## src/rtl/riscv_wb_arbiter_pkg.sv

```systemverilog
// Shared writeback configuration: data width, requester count and requester slots.
`ifndef XLEN
`define XLEN 32
`endif

package riscv_wb_arbiter_pkg;

   localparam int WB_NREQ    = 3;
   localparam int WB_IDX_ALU = 0;
   localparam int WB_IDX_LSU = 1;
   localparam int WB_IDX_CSR = 2;

   localparam int REG_ADDR_W = 5;
   typedef logic [REG_ADDR_W-1:0] reg_addr_t;

endpackage

```

## src/rtl/riscv_rr_arbiter.sv

```systemverilog
// Generic N-way round-robin arbiter: combinational one-hot grant plus a
// priority pointer that moves just past the last winner.
module riscv_rr_arbiter #(
   parameter int N = 3
) (
   input  logic         i_clk,
   input  logic         i_rstn,
   input  logic [N-1:0] i_req,
   output logic [N-1:0] o_grant,
   output logic         o_grant_any
);

   localparam int IW = (N > 1) ? $clog2(N) : 1;
   localparam logic [IW:0] N_W = (IW+1)'(N);

   logic [IW-1:0] ptr;
   logic [IW-1:0] grant_idx;
   logic [IW:0]   sum;
   logic [IW-1:0] cand;
   logic [IW:0]   nxt;

   // Walk ptr, ptr+1, ... modulo N; the first requester found wins.
   // Nothing is granted while reset is held.
   always_comb begin
      o_grant     = '0;
      o_grant_any = 1'b0;
      grant_idx   = '0;
      sum         = '0;
      cand        = '0;
      for (int i = 0; i < N; i++) begin
         sum = {1'b0, ptr} + (IW+1)'(i);
         if (sum >= N_W) sum = sum - N_W;
         cand = sum[IW-1:0];
         if (!o_grant_any && i_req[cand] && i_rstn) begin
            o_grant[cand] = 1'b1;
            grant_idx     = cand;
            o_grant_any   = 1'b1;
         end
      end
   end

   always_comb begin
      nxt = {1'b0, grant_idx} + (IW+1)'(1);
      if (nxt >= N_W) nxt = '0;
   end

   always_ff @(posedge i_clk or negedge i_rstn) begin
      if (!i_rstn) begin
         ptr <= '0;
      end else if (o_grant_any) begin
         ptr <= nxt[IW-1:0];
      end
   end

endmodule

```

## src/rtl/riscv_wb_arbiter.sv

```systemverilog
// Writeback arbiter: picks one requester per cycle round-robin, stages its
// write for one cycle into the register file and forwards the staged value.
module riscv_wb_arbiter
   import riscv_wb_arbiter_pkg::*;
#(
   parameter int XLEN = `XLEN,
   parameter int NREQ = WB_NREQ
) (
   input  logic                 i_clk,
   input  logic                 i_rstn,
   input  logic [NREQ-1:0]      i_wb_valid,
   input  logic [NREQ*5-1:0]    i_wb_addr,
   input  logic [NREQ*XLEN-1:0] i_wb_data,
   output logic [NREQ-1:0]      o_wb_ready,
   output logic                 o_regfile_rd_wen,
   output logic [4:0]           o_regfile_rd_addr,
   output logic [XLEN-1:0]      o_regfile_rd_data,
   input  logic [4:0]           i_rs1_addr,
   input  logic [4:0]           i_rs2_addr,
   output logic                 o_fwd_rs1_hit,
   output logic                 o_fwd_rs2_hit,
   output logic [XLEN-1:0]      o_fwd_rs1_data,
   output logic [XLEN-1:0]      o_fwd_rs2_data
);

   logic            grant_any;
   reg_addr_t       grant_addr;
   logic [XLEN-1:0] grant_data;

   riscv_rr_arbiter #(.N(NREQ)) u_rr (
      .i_clk       (i_clk),
      .i_rstn      (i_rstn),
      .i_req       (i_wb_valid),
      .o_grant     (o_wb_ready),
      .o_grant_any (grant_any)
   );

   always_comb begin
      grant_addr = '0;
      grant_data = '0;
      for (int k = 0; k < NREQ; k++) begin
         if (o_wb_ready[k]) begin
            grant_addr = i_wb_addr[5*k +: 5];
            grant_data = i_wb_data[XLEN*k +: XLEN];
         end
      end
   end

   // A grant to x0 is still acknowledged and captured, but never enables a write.
   always_ff @(posedge i_clk or negedge i_rstn) begin
      if (!i_rstn) begin
         o_regfile_rd_wen  <= 1'b0;
         o_regfile_rd_addr <= '0;
         o_regfile_rd_data <= '0;
      end else begin
         o_regfile_rd_wen <= grant_any && (grant_addr != '0);
         if (grant_any) begin
            o_regfile_rd_addr <= grant_addr;
            o_regfile_rd_data <= grant_data;
         end
      end
   end

   assign o_fwd_rs1_hit  = o_regfile_rd_wen && (o_regfile_rd_addr == i_rs1_addr) && (i_rs1_addr != 5'd0);
   assign o_fwd_rs2_hit  = o_regfile_rd_wen && (o_regfile_rd_addr == i_rs2_addr) && (i_rs2_addr != 5'd0);
   assign o_fwd_rs1_data = o_regfile_rd_data;
   assign o_fwd_rs2_data = o_regfile_rd_data;

endmodule

```

## config.mk

```make
export PLATFORM = sky130hd
export DESIGN_NAME = riscv_wb_arbiter
export DESIGN_NICKNAME = d
export VERILOG_FILES = /design/src/rtl/riscv_wb_arbiter_pkg.sv /design/src/rtl/riscv_rr_arbiter.sv /design/src/rtl/riscv_wb_arbiter.sv
export SDC_FILE = /design/constraint.sdc
export NUM_CORES = 1
export LEC_CHECK = 0
export CORE_MARGIN = 2
export CORE_UTILIZATION = 37
export CTS_BUF_LIST = sky130_fd_sc_hd__clkbuf_8
export DETAILED_ROUTE_END_ITERATION = 6
export PLACE_DENSITY = 0.95
export SLEW_MARGIN = 0
export SYNTH_ARGS = -nofsm -noshare
export SYNTH_HDL_FRONTEND = slang
export SYNTH_SLANG_ARGS = --single-unit
```

## constraint.sdc

```tcl
create_clock -name i_clk -period 5.35 [get_ports i_clk]
set_input_delay 0.535 -clock i_clk [delete_from_list [all_inputs] [get_ports i_clk]]
set_output_delay 0.535 -clock i_clk [all_outputs]
set_load 0.03 [all_outputs]
```

== After elaboration in Yosys (flattened, before gate mapping) ==
Cells that the tools add are included.

* $add $sub $neg: 6
* $lt $le $gt $ge: 10
* Equality and inequality tests: 2
* Muxes and demuxes: 31
* Bitwise operators: 2
* Reduce and logical (&&, ||, !) cells: 18

{| class="wikitable"
|+ Operators with widths
! cell !! count
|-
| 2-to-1 mux 32 bit || 3
|-
| 2-to-1 mux 5 bit || 3
|-
| nonzero test 5 bit || 3
|-
| 2-to-1 mux 2 bit || 7
|-
| logical AND 1 bit || 13
|-
| == test 5 bit || 2
|-
| >= comparator 3 x 2 -> 1 bit, second input constant || 3
|-
| < comparator 2 x 3 -> 1 bit, second input constant || 3
|-
| 2-to-1 mux 1 bit || 9
|-
| 2-to-1 mux 3 bit || 3
|-
| adder 2 x 1 -> 3 bit, second input constant || 2
|-
| binary-select mux 1 bit (select 2 bit) || 3
|-
| demux 1 bit (select 2 bit) || 3
|-
| >= comparator 2 x 1 -> 1 bit, second input constant || 3
|-
| OR 3 bit || 2
|-
| subtractor 2 bit, second input constant || 3
|-
| adder 2 x 2 -> 3 bit, second input constant || 1
|-
| >= comparator 2 bit, second input constant || 1
|-
| logical NOT 1 bit || 2
|}

* Bits in registers: 40
* Bits of input ports: 126
* Output and inout port bits: 107
* Word-level logic and storage cells: 73

== Depth between registers and ports, before layout ==
Gate-level depths: netlist of the first run.

* Word-level depth: 19
* Gate-level depth with buffers: 13
* Depth with buffers taken out: 10

== Modules after synthesis ==
From an unflattened synthesis of the first run, not the netlist that was laid out.

* Cell total of the unflattened synthesis: 341
* Area total of the unflattened synthesis: 3105.5 um2

{| class="wikitable"
|+ By module, submodules not included
! module !! times used !! cells an instance !! area an instance (um2) !! seq. area each (um2)
|-
| riscv_wb_arbiter || 1 || 297 || 2735.1 || 950.9
|-
| riscv_rr_arbiter || 1 || 44 || 370.4 || 50.0
|}

== Worst setup path before layout of the first run ==
Ideal clock, no wire load.

* Path kind: register to output
* Start: register u_rr.ptr[1]
* End: output o_wb_ready[1]
* Arrival: 2301 ps
* Data required time: 4815 ps
* Path slack: 2514 ps
* Cell stages (with the launch flop): 10
* Buffers on the path: 2
* Cell sequence: dfrtp_1 > inv_1 > ha_1 > mux2i_1 > o31ai_4 > nand4bb_1 > and2_1 > buf_2 > inv_2 > buf_1

* Cells in the longest elaborated chain, start to end: 14
* Elaborated cells between the ends (all ways): 46
* Those cells by class: add/sub: 5; order compare: 9; mux: 20; bitwise: 2; reduce/logical: 10

{| class="wikitable"
|+ RTL lines
! item !! line !! source
|-
| start: declaration || riscv_rr_arbiter.sv:16 || <nowiki>logic [IW-1:0] ptr;</nowiki>
|-
| start signal: assignment || riscv_rr_arbiter.sv:51 || <nowiki>ptr <= nxt[IW-1:0];</nowiki>
|-
| parallel branches: the longest is 13 deep, another holds adder 2 x 1 -> 3 bit || -- ||
|-
| 2-to-1 mux 3 bit (*) || riscv_rr_arbiter.sv:34 || <nowiki>if (!o_grant_any && i_req[cand] && i_rstn) begin</nowiki>
|-
| end: declaration || riscv_wb_arbiter.sv:14 || <nowiki>output logic [NREQ-1:0] o_wb_ready,</nowiki>
|}

Mark *: on every way between the ends. The select of a mux whose other input is x is not followed.

== Final worst setup path of the first run ==
Ends and elaborated chain as after synthesis.

==> results of run 1 <==
worst min path at each step:
stage	endpoint	start	slack, ps
global route	o_fwd_rs1_data[23]	i_rstn	100
global placement	u_rr.ptr[1]	i_rstn	410
finish	o_fwd_rs1_data[23]	i_rstn	110
floorplan	o_fwd_rs1_data[0]	i_rstn	240
detailed placement	u_rr.ptr[1]	i_rstn	410
CTS	o_fwd_rs1_data[22]	i_rstn	90
kinds of logic after synthesis:
logic type                 count (synthesis)  share of synthesized area
adders and majority gates                  4                    0.01737
AOI/OAI and AO/OA                         98                     0.2401
buffers and inverters                     91                     0.2041
xor gates and xnor gates                   8                    0.02432
DFF                                       40                     0.3474
and+or+nand+nor                          102                     0.1563
muxes                                      3                    0.01042
worst reg2reg max path, cell delays in order, from the launching register on:
cell	delay, ps
dfrtp_1	410
inv_1	110
ha_1	280
mux2i_1	440
a21oi_1	130
o311ai_1	180
and2_1	360
inv_2	230
nor3_4	590
buf_4	360
a221oi_1	160
o21ai_1	150
flip-flops by register name, summed over array words and instances, names as in the netlist:
signal             count
o_regfile_rd_addr      5
o_fwd_rs1_data        32
o_regfile_rd_wen       1
u_rr.ptr               2
cells in the final DEF (no fill, tap or decap), types with 2 or more instances in the layout:
| master | count |
|---|---|
| a21boi_0 | 2 |
| a21o_1 | 3 |
| a21oi_1 | 10 |
| a221oi_1 | 32 |
| a311oi_2 | 3 |
| buf_4 | 5 |
| clkbuf_8 | 6 |
| clkdlybuf4s50_1 | 231 |
| dfrtp_1 | 40 |
| ha_1 | 4 |
| inv_1 | 7 |
| mux2i_1 | 3 |
| nand2_1 | 38 |
| nand2b_1 | 2 |
| nand3_1 | 6 |
| nand3b_1 | 2 |
| nand4b_1 | 2 |
| nor2_1 | 38 |
| nor2b_1 | 2 |
| nor3_1 | 4 |
| o21ai_0 | 5 |
| o21ai_1 | 34 |
| o22ai_1 | 2 |
| xnor2_1 | 5 |
| xor2_1 | 3 |
power by group:
group	leakage (uW)	total (uW)	switching [uW]	internal, uW
clock network	0.0000486	214	111	103
logic	0.00140	2780	1640	1140
registers	0.000482	661	187	473
layer usage:
metal  track usage  up-vias  routed length [um]
met5             0        -                   0
met4        0.1057        0                 293
met3       0.06163       25                 835
met2        0.4534      189                5550
met1        0.2575     1513                3925
li1              -     1482                   -
metrics by stage:
| stage | total power (uW) | utilization | instances | area (um^2) |
|---|---|---|---|---|
| 5_1_grt | 3849 | 0.6420 | 609 | 4910 |
| 6_report | 3653 | 0.6420 | 609 | 4910 |
| 4_1_cts | 3664 | 0.6420 | 609 | 4910 |
| 3_3_place_gp | 3370 | 0.6297 | 601 | 4816 |
| 3_5_place_dp | 3444 | 0.6297 | 601 | 4816 |
| 2_1_floorplan | 2632 | - | 346 | 2882 |
layout make-up:
type	count	area share
Clock inverter	2	0.002294
Sequential cell	40	0.2039
Tap cell	102	0.02599
Timing Repair Buffer	237	0.4796
Inverter	7	0.005352
Clock buffer	6	0.01682
Multi-Input combinational cell	215	0.2661
==> qor.csv, run 1 <==
metric;value;unit
outcome;complete, no violations;
FF-to-FF End;o_fwd_rs1_data[31];
grt ovf;0;
Hold Slack;106.9;ps
worst reg2reg path depth;11;
htree depth;2;
pin count of the biggest net entering global routing;39;
Initial DRC Count;89;
Die Width;92.25;um
Max Clock Freq;0.2616;GHz
layout cell share with drive strength beyond 1;0.04339;
ys flop type;dfrtp_1;
number of top-level pins;233;
nets@finish;636;
core area;7647;um^2
Final setup viols;0;
crit end category;output port;
Final Cycle Share;0.7144;
synthesized instance count;346;
gr usage total;0.2434;
cts repair resizes;0;
remaining antenna violation count;0;
max-cap violations;0;
Ant. Diodes;0;
Crit Path Category;reg -> out;
Row Count;32;
worst reg2reg startpoint;u_rr.ptr[1];
synthesized flop and latch total;40;
Cell Pwr Density;744.0;nW/um^2
Worst Hold Class;in -> async;
Worst path depth;8;
final setup skew;7.467;ps
fin crit period;3822;ps
DRT Pass-1 Iters;5;
Num CTS Buffers;5;
PortBufs;232;
# hold bufs at CTS;0;
Net Count, Synth;476;
worst path bufs/invs;3;
Via density;5.269;
ys async rst share;1.000;
Synth area leader;dfrtp_1;
clk slew on worst S/H paths;80;ps
placed wire-length estimate;8236;um
dominant cell by count in the synthesized netlist;buf_4;
CP startpoint;u_rr.ptr[1];
crit start category;flop;
Worst Path Arrival;3290;ps
Fin. Hold Viols;0;
placer congestion estimate;1.103;
TNS Setup;0;ps
Synth warnings;0;
Tightest Pin Transition;897.4;ps
Leak;0.001935;uW
max_slew headroom;0.4003;
Die Ht;92.25;um
Clock Sink Count;40;
R2R Setup Slk;1900;ps
initial antenna violation count;0;
Max Slew Vio Count;0;
critical path peak fanout;18;
Setup crit end;o_wb_ready[1];
# Post-CTS Setup Buffers;0;
vias in the first global route;3247;
Max IR drop VDD;513.7;uV
area of the multi-input gates;1306;um^2
Synth top area share;0.3474;
post-synthesis average cell area;8.328;um^2
CTS tree;yes;
number of flops mapped to enable cells by yosys;0;
Synth area leaders;dfrtp_1, buf_4, a221oi_1;
sequential-to-total area share from yosys stat;0.3474;
WL/cell;17.41;um
area occupied by registers;1001;um^2
Synth cell types;41;
Worst path top cell family by delay;buffers and inverters;
CP peak stage delay;750;ps
CP Data Required Time;4820;ps
pre-CTS WS;1711;ps
Synth top cells by count;buf_4, dfrtp_1, nor2_1, nand2_1, o21ai_1;
effective utilization at floorplan;0.3768;
CP cell instances;inv_1 -> ha_1 -> mux2i_1 -> o31ai_4 -> nand4bb_1 -> and2_1 -> inv_2 -> clkdlybuf4s50_1;
Area growth, synth to finish;70.39;%
clock root cell;clkbuf_8;
first-pass GRT wire length;16190;um
total vias in the final route;3209;
unrepaired setup endpoints after global routing;no;
CP max-delay cell;clkdlybuf4s50_1;
drt drc;0;
filler instances;632;
CTS Buffer Depth;2;
DRT Wirelength;10600;um
synthesized area;2882;um^2
die area;8510;um^2
Skew-Pair Late Insertion Delay;290;ps
Worst Slack Setup Final;1528;ps
Power figures use the tool's default switching activity.
==> run 2, diff against run 1 <==
CORE_UTILIZATION = 34   (was 37)
PLACE_DENSITY = 0.93   (was 0.95)
clock period = 3.6 ns   (was 5.35 ns; I/O delays follow)
==> run 2 against run 1 <==
Net effect: worst setup slack got worse by 1400 ps; register-to-register slack got worse by 1500 ps; wire length decreased by 0.10%; global-route usage decreased by 3.0 points; die area increased by 8.4%; sequential share of layout area decreased by 0.36 points; sequential power increased by 47%; first-iteration DRC count increased by 82%; clock skew increased by 0.71 ps; largest power group unchanged; highest routed layer unchanged.
==> qor.csv, run 2 (synthesized netlist as in run 1, its figures left out) <==
metric;value;unit;change
first-pass GRT wire length;15180;um;was 16190 um
Clock power frac;0.073;;was 0.059
DRT Pass-1 Iters;4;;was 5
initial antenna violation count;0;;unchanged
leading cell type in the layout, fill and taps excluded;clkdlybuf4s50_1;;unchanged
Final Cycle Share;0.9524;;
gr usage total;0.2129;;was 0.2434
sequential power share;0.175;;was 0.181
WL/cell;17.17;um;was 17.41 um
DRT Wirelength;10590;um;was 10600 um
worst reg2reg path depth;9;;was 11
Row Count;33;;was 32
fin crit period;3429;ps;
filler instances;690;;was 632
Net Sw Frac;0.5220;;was 0.5296
max-cap violations;0;;unchanged
commonest non-fill, non-tap cells in the layout;clkdlybuf4s50_1, dfrtp_1, nand2_1, nor2_1, o21ai_1;;unchanged
Leak;0.001987;uW;was 0.001935 uW
Max Slew Vio Count;0;;unchanged
CP Data Required Time;3240;ps;was 4820 ps
remaining antenna violation count;0;;unchanged
TNS Setup;0;ps;unchanged
CP startpoint;u_rr.ptr[0];;was u_rr.ptr[1]
Num CTS Buffers;5;;unchanged
critical path peak fanout;6;;was 18
outcome;complete, no violations;;unchanged
max_slew headroom;0.3802;;was 0.4003
vias in the first global route;3027;;was 3247
die area;9228;um^2;was 8510 um^2
placed wire-length estimate;7932;um;was 8236 um
max reg flops;32;;unchanged
Via density;5.135;;was 5.269
pin count of the biggest net entering global routing;39;;unchanged
clock root cell;clkbuf_8;;unchanged
placer congestion estimate;0.8946;;was 1.103
Die Width;96.06;um;was 92.25 um
effective utilization at floorplan;0.3507;;was 0.3768
fin area;4997;um^2;was 4910 um^2
Ant. Diodes;0;;unchanged
number of top-level pins;233;;unchanged
FF-to-FF End;o_regfile_rd_wen;;was o_fwd_rs1_data[31]
Final setup viols;0;;unchanged
Worst Path Arrival;3070;ps;was 3290 ps
final setup skew;8.181;ps;was 7.467 ps
core area;8217;um^2;was 7647 um^2
crit start category;flop;;unchanged
htree depth;2;;unchanged
CTS tree;yes;;unchanged
nets@finish;641;;was 636
drt drc;0;;unchanged
Die Ht;96.06;um;was 92.25 um
Tightest Pin Transition;927.4;ps;was 897.4 ps
Comb pwr share;0.752;;was 0.761
total vias in the final route;3168;;was 3209
Initial DRC Count;162;;was 89
worst reg2reg startpoint;u_rr.ptr[0];;was u_rr.ptr[1]
DP Area;4842;um^2;was 4816 um^2
Cell Pwr Density;1115;nW/um^2;was 744.0 nW/um^2
Clock Sink Count;40;;unchanged
grt ovf;0;;unchanged
Max IR drop VDD;521.1;uV;was 513.7 uV
CTS Buffer Depth;2;;unchanged
layout cell share with drive strength beyond 1;0.05273;;was 0.04339
Crit Path Category;reg -> out;;unchanged
sw power;2908;uW;was 1935 uW
crit end category;output port;;unchanged
Max Clock Freq;0.2917;GHz;
Fin. Hold Viols;0;;unchanged
Skew-Pair Late Insertion Delay;290;ps;about the same
Area growth, synth to finish;73.43;%;was 70.39%
Worst Hold Class;in -> async;;unchanged
Pint;2663;uW;was 1718 uW
# Post-CTS Setup Buffers;0;;unchanged
R2R Setup Slk;380;ps;was 1900 ps
unrepaired setup endpoints after global routing;no;;unchanged
clk slew on worst S/H paths;80;ps;about the same
PortBufs;232;;unchanged
## run 2: cell count changes in the layout (fill, tap and decap cells not counted)
cell	change
dlygate4sd3_1	+1
clkinvlp_4	-1
nor3_4	+1
clkbuf_8	+1
clkdlybuf4s50_1	-1
dlymetal6s2s_1	+1
inv_1	-1
bufinv_16	+1
buf_4	+3
## run 2: metrics by stage
stage	power, uW	cells	setup slack (ps)	utilization	hold WS [ps]
floorplan	3912	346	877.5	-	64.41
CTS	5564	616	62.32	0.6059	432.1
global route	5915	617	2.785	0.6082	462.7
detailed placement	5144	607	57.21	0.5893	215.4
global placement	5030	607	201.8	0.5893	213.5
finish	5571	617	171.4	0.6082	438.1
## run 2: how the worst max path moves through the flow
stage | to | slack [ps]
3_5_place_dp | o_fwd_rs1_data[29] | 60
6_report | o_wb_ready[0] | 170
4_1_cts | o_fwd_rs1_data[29] | 60
2_1_floorplan | o_regfile_rd_wen | 880
5_1_grt | o_wb_ready[0] | 3
3_3_place_gp | o_fwd_rs1_data[29] | 200
## run 2: repair_timing
item                                   CTS  global route
hold buffers                             1             0
setup endpoints to repair                0            33
gates resized for setup                  0             2
endpoints found under the hold margin    3             0
## run 2: metal layers
metal | global-route usage | wire (um)
met1 | 0.2434 | 3938
met3 | 0.05325 | 949
met5 | 0 | 0
met4 | 0.05357 | 128
met2 | 0.3929 | 5576
## run 2: power by group through the flow
stage / Sequential [uW] / Clock [uW] / Combinational, uW
floorplan: 1340 / 0 / 2570
global placement: 963 / 0 / 4070
detailed placement: 983 / 0 / 4160
CTS: 976 / 417 / 4170
global route: 1010 / 438 / 4470
finish: 974 / 407 / 4190
## run 2: area by class of cell
type	count	area [um^2]	area share
Clock buffer	7	96.34	0.01928
Clock inverter	1	30.03	0.006009
Inverter	7	26.28	0.005258
Multi-Input combinational cell	216	1323	0.2646
Sequential cell	40	1001	0.2003
Tap cell	105	131.4	0.02629
Timing Repair Buffer	241	2390	0.4782
## run 2: worst max-delay path: stages (launching register included)
cell and delay (ps):
dfrtp_1 410, inv_1 80, ha_1 400, nand3b_1 190
o22a_1 300, a311oi_2 590, nor2_2 170, clkdlybuf4s50_1 640
==> run 3, diff against run 2 <==
--- a/config.mk
+++ b/config.mk
@@ -11,2 +11,3 @@
 export DETAILED_ROUTE_END_ITERATION = 6
+export MAX_ROUTING_LAYER = met4
 export PLACE_DENSITY = 0.93
==> constraint.sdc (replaced) <==
create_clock -name i_clk -period 3.6 [get_ports i_clk]
set_input_delay 0.9 -clock i_clk [delete_from_list [all_inputs] [get_ports i_clk]]
set_output_delay 0.9 -clock i_clk [all_outputs]
set_load 0.03 [all_outputs]
==> run 3 against run 2 <==
Net effect: sequential power hardly changed; hold slack better by 19 ps; combinational power grew 2%; clock skew decreased by 3.2 ps; cell count is 1.3% higher; utilization increased by 0.40 points; sequential share of layout area decreased by 0.13 points; die area unchanged; first-iteration DRC count fell by 12%; largest power group unchanged; non-clock buffer count up 9; critical path depth stayed put; via count rose by 1.7%; critical path type is now in -> out.
==> qor.csv, run 3 (synthesized netlist as in run 1, its figures left out) <==
metric;value;unit;change
WL/cell;16.89;um;was 17.17 um
worst path bufs/invs;3;;was 2
CTS Buffer Depth;2;;unchanged
Max Slew Vio Count;0;;unchanged
leading cell type in the layout, fill and taps excluded;clkdlybuf4s50_1;;unchanged
Num CTS Buffers;5;;unchanged
# hold bufs at CTS;0;;was 1
first-pass GRT wire length;15410;um;was 15180 um
CP max-delay cell;clkdlybuf4s50_1;;unchanged
Leak;0.002017;uW;was 0.001987 uW
layout cell share with drive strength beyond 1;0.07308;;was 0.05273
Clock power frac;0.064;;was 0.073
CP cell instances;clkdlybuf4s50_1 -> mux2i_1 -> o31ai_4 -> nand4bb_1 -> and2_1 -> inv_2 -> buf_4;;was inv_1 -> ha_1 -> nand3b_1 -> o22a_1 -> a311oi_2 -> nor2_2 -> clkdlybuf4s50_1
outcome;complete, no violations;;unchanged
crit start category;input port;;was flop
Cell Pwr Density;1118;nW/um^2;was 1115 nW/um^2
clock root cell;clkbuf_8;;unchanged
Clock Sink Count;40;;unchanged
Fin. Hold Viols;0;;unchanged
Worst Path Arrival;2580;ps;was 3070 ps
Max IR drop VDD;472.7;uV;was 521.1 uV
CP peak stage delay;470;ps;was 640 ps
PortBufs;232;;unchanged
Area growth, synth to finish;74.55;%;was 73.43%
pin count of the biggest net entering global routing;33;;was 39
Die Ht;96.06;um;unchanged
Worst path top cell family by delay;buffers and inverters;;was compound AO/OA/AOI/OAI gates
unrepaired setup endpoints after global routing;no;;unchanged
fin crit period;3484;ps;was 3429 ps
Net Sw Frac;0.5181;;was 0.5220
max_slew headroom;0.7010;;was 0.3802
Comb pwr share;0.762;;was 0.752
nets@finish;649;;was 641
number of top-level pins;233;;unchanged
grt ovf;0;;unchanged
pre-CTS WS;84.33;ps;was 57.21 ps
cts repair resizes;0;;unchanged
DRT Wirelength;10560;um;was 10590 um
Tightest Pin Transition;441.5;ps;was 927.4 ps
max-cap violations;0;;unchanged
placer congestion estimate;0.9686;;was 0.8946
Row Count;33;;unchanged
# Post-CTS Setup Buffers;0;;unchanged
Skew-Pair Late Insertion Delay;290;ps;about the same
CTS tree;yes;;unchanged
final setup skew;4.942;ps;was 8.181 ps
total vias in the final route;3222;;was 3168
drt drc;0;;unchanged
die area;9228;um^2;unchanged
initial antenna violation count;0;;unchanged
placed wire-length estimate;8386;um;was 7932 um
gr usage total;0.2243;;was 0.2129
critical path peak fanout;6;;unchanged
remaining antenna violation count;0;;unchanged
crit end category;output port;;unchanged
Die Width;96.06;um;unchanged
Worst Slack Setup Final;116.0;ps;was 171.4 ps
max reg flops;32;;unchanged
Ant. Diodes;0;;unchanged
htree depth;2;;unchanged
CP Data Required Time;2700;ps;was 3240 ps
core area;8217;um^2;unchanged
vias in the first global route;3150;;was 3027
Final Cycle Share;0.9678;;was 0.9524
effective utilization at floorplan;0.3507;;unchanged
TNS Setup;0;ps;unchanged
DRT Pass-1 Iters;4;;unchanged
Crit Path Category;in -> out;;was reg -> out
Via density;5.155;;was 5.135
Pint;2709;uW;was 2663 uW
Worst Hold Class;in -> async;;unchanged
sw power;2912;uW;was 2908 uW
Final setup viols;0;;unchanged
clk slew on worst S/H paths;80;ps;about the same
Max Clock Freq;0.2870;GHz;was 0.2917 GHz
sequential power share;0.174;;was 0.175
commonest non-fill, non-tap cells in the layout;clkdlybuf4s50_1, dfrtp_1, nand2_1, nor2_1, o21ai_1;;unchanged
Initial DRC Count;142;;was 162
## run 3: layout make-up
type	count	area (um^2)
clock inverter	3	38.79
timing repair buffer	250	2457
clock buffer	5	68.82
inverter	7	26.28
multi-input combinational	215	1306
tap	105	131.4
fill	673	3187
sequential	40	1001
## run 3: power groups by stage
| stage | sequential [uW] | clock, uW | combinational (uW) |
|---|---|---|---|
| global placement | 964 | 0 | 4220 |
| global route | 1020 | 388 | 4580 |
| CTS | 979 | 368 | 4310 |
| finish | 976 | 362 | 4280 |
| detailed placement | 984 | 0 | 4310 |
| floorplan | 1340 | 0 | 2570 |
## run 3: through the flow
stage                     std cells  total power [uW]  utilization  area, um^2  hold WS, ps
after floorplan                 346              3912            -        2882        511.1
after global placement          617              5181       0.5991        4922        518.9
after detailed placement        617              5292       0.5991        4922        535.6
after CTS                       625              5661       0.6122        5030        451.4
after global routing            625              5979       0.6122        5030        448.3
final                           625              5621       0.6122        5030        456.7
## run 3: metal layers
metal | vias to the layer above | part of all wire | global-route usage
met5 | - | 0 | -
met4 | 0 | 0.015 | 0.06786
met3 | 19 | 0.080 | 0.04229
met2 | 175 | 0.53 | 0.4103
met1 | 1525 | 0.37 | 0.2450
li1 | 1503 | - | -
## run 3: worst paths after layout
check / start / endpoint / slack, ps / cells after the start
max in group asynchronous: i_rstn / o_fwd_rs1_data[21] / 2620 / 2
worst min register to register: o_fwd_rs1_data[17] / o_fwd_rs1_data[17] / 540 / 2
worst max-delay path: i_wb_valid[1] / o_wb_ready[1] / 120 / 7
worst max register to register: u_rr.ptr[1] / o_regfile_rd_wen / 590 / 10
worst min-delay path: i_rstn / u_rr.ptr[1] / 460 / 1
min in group i_clk: o_fwd_rs1_data[17] / o_fwd_rs1_data[17] / 540 / 2
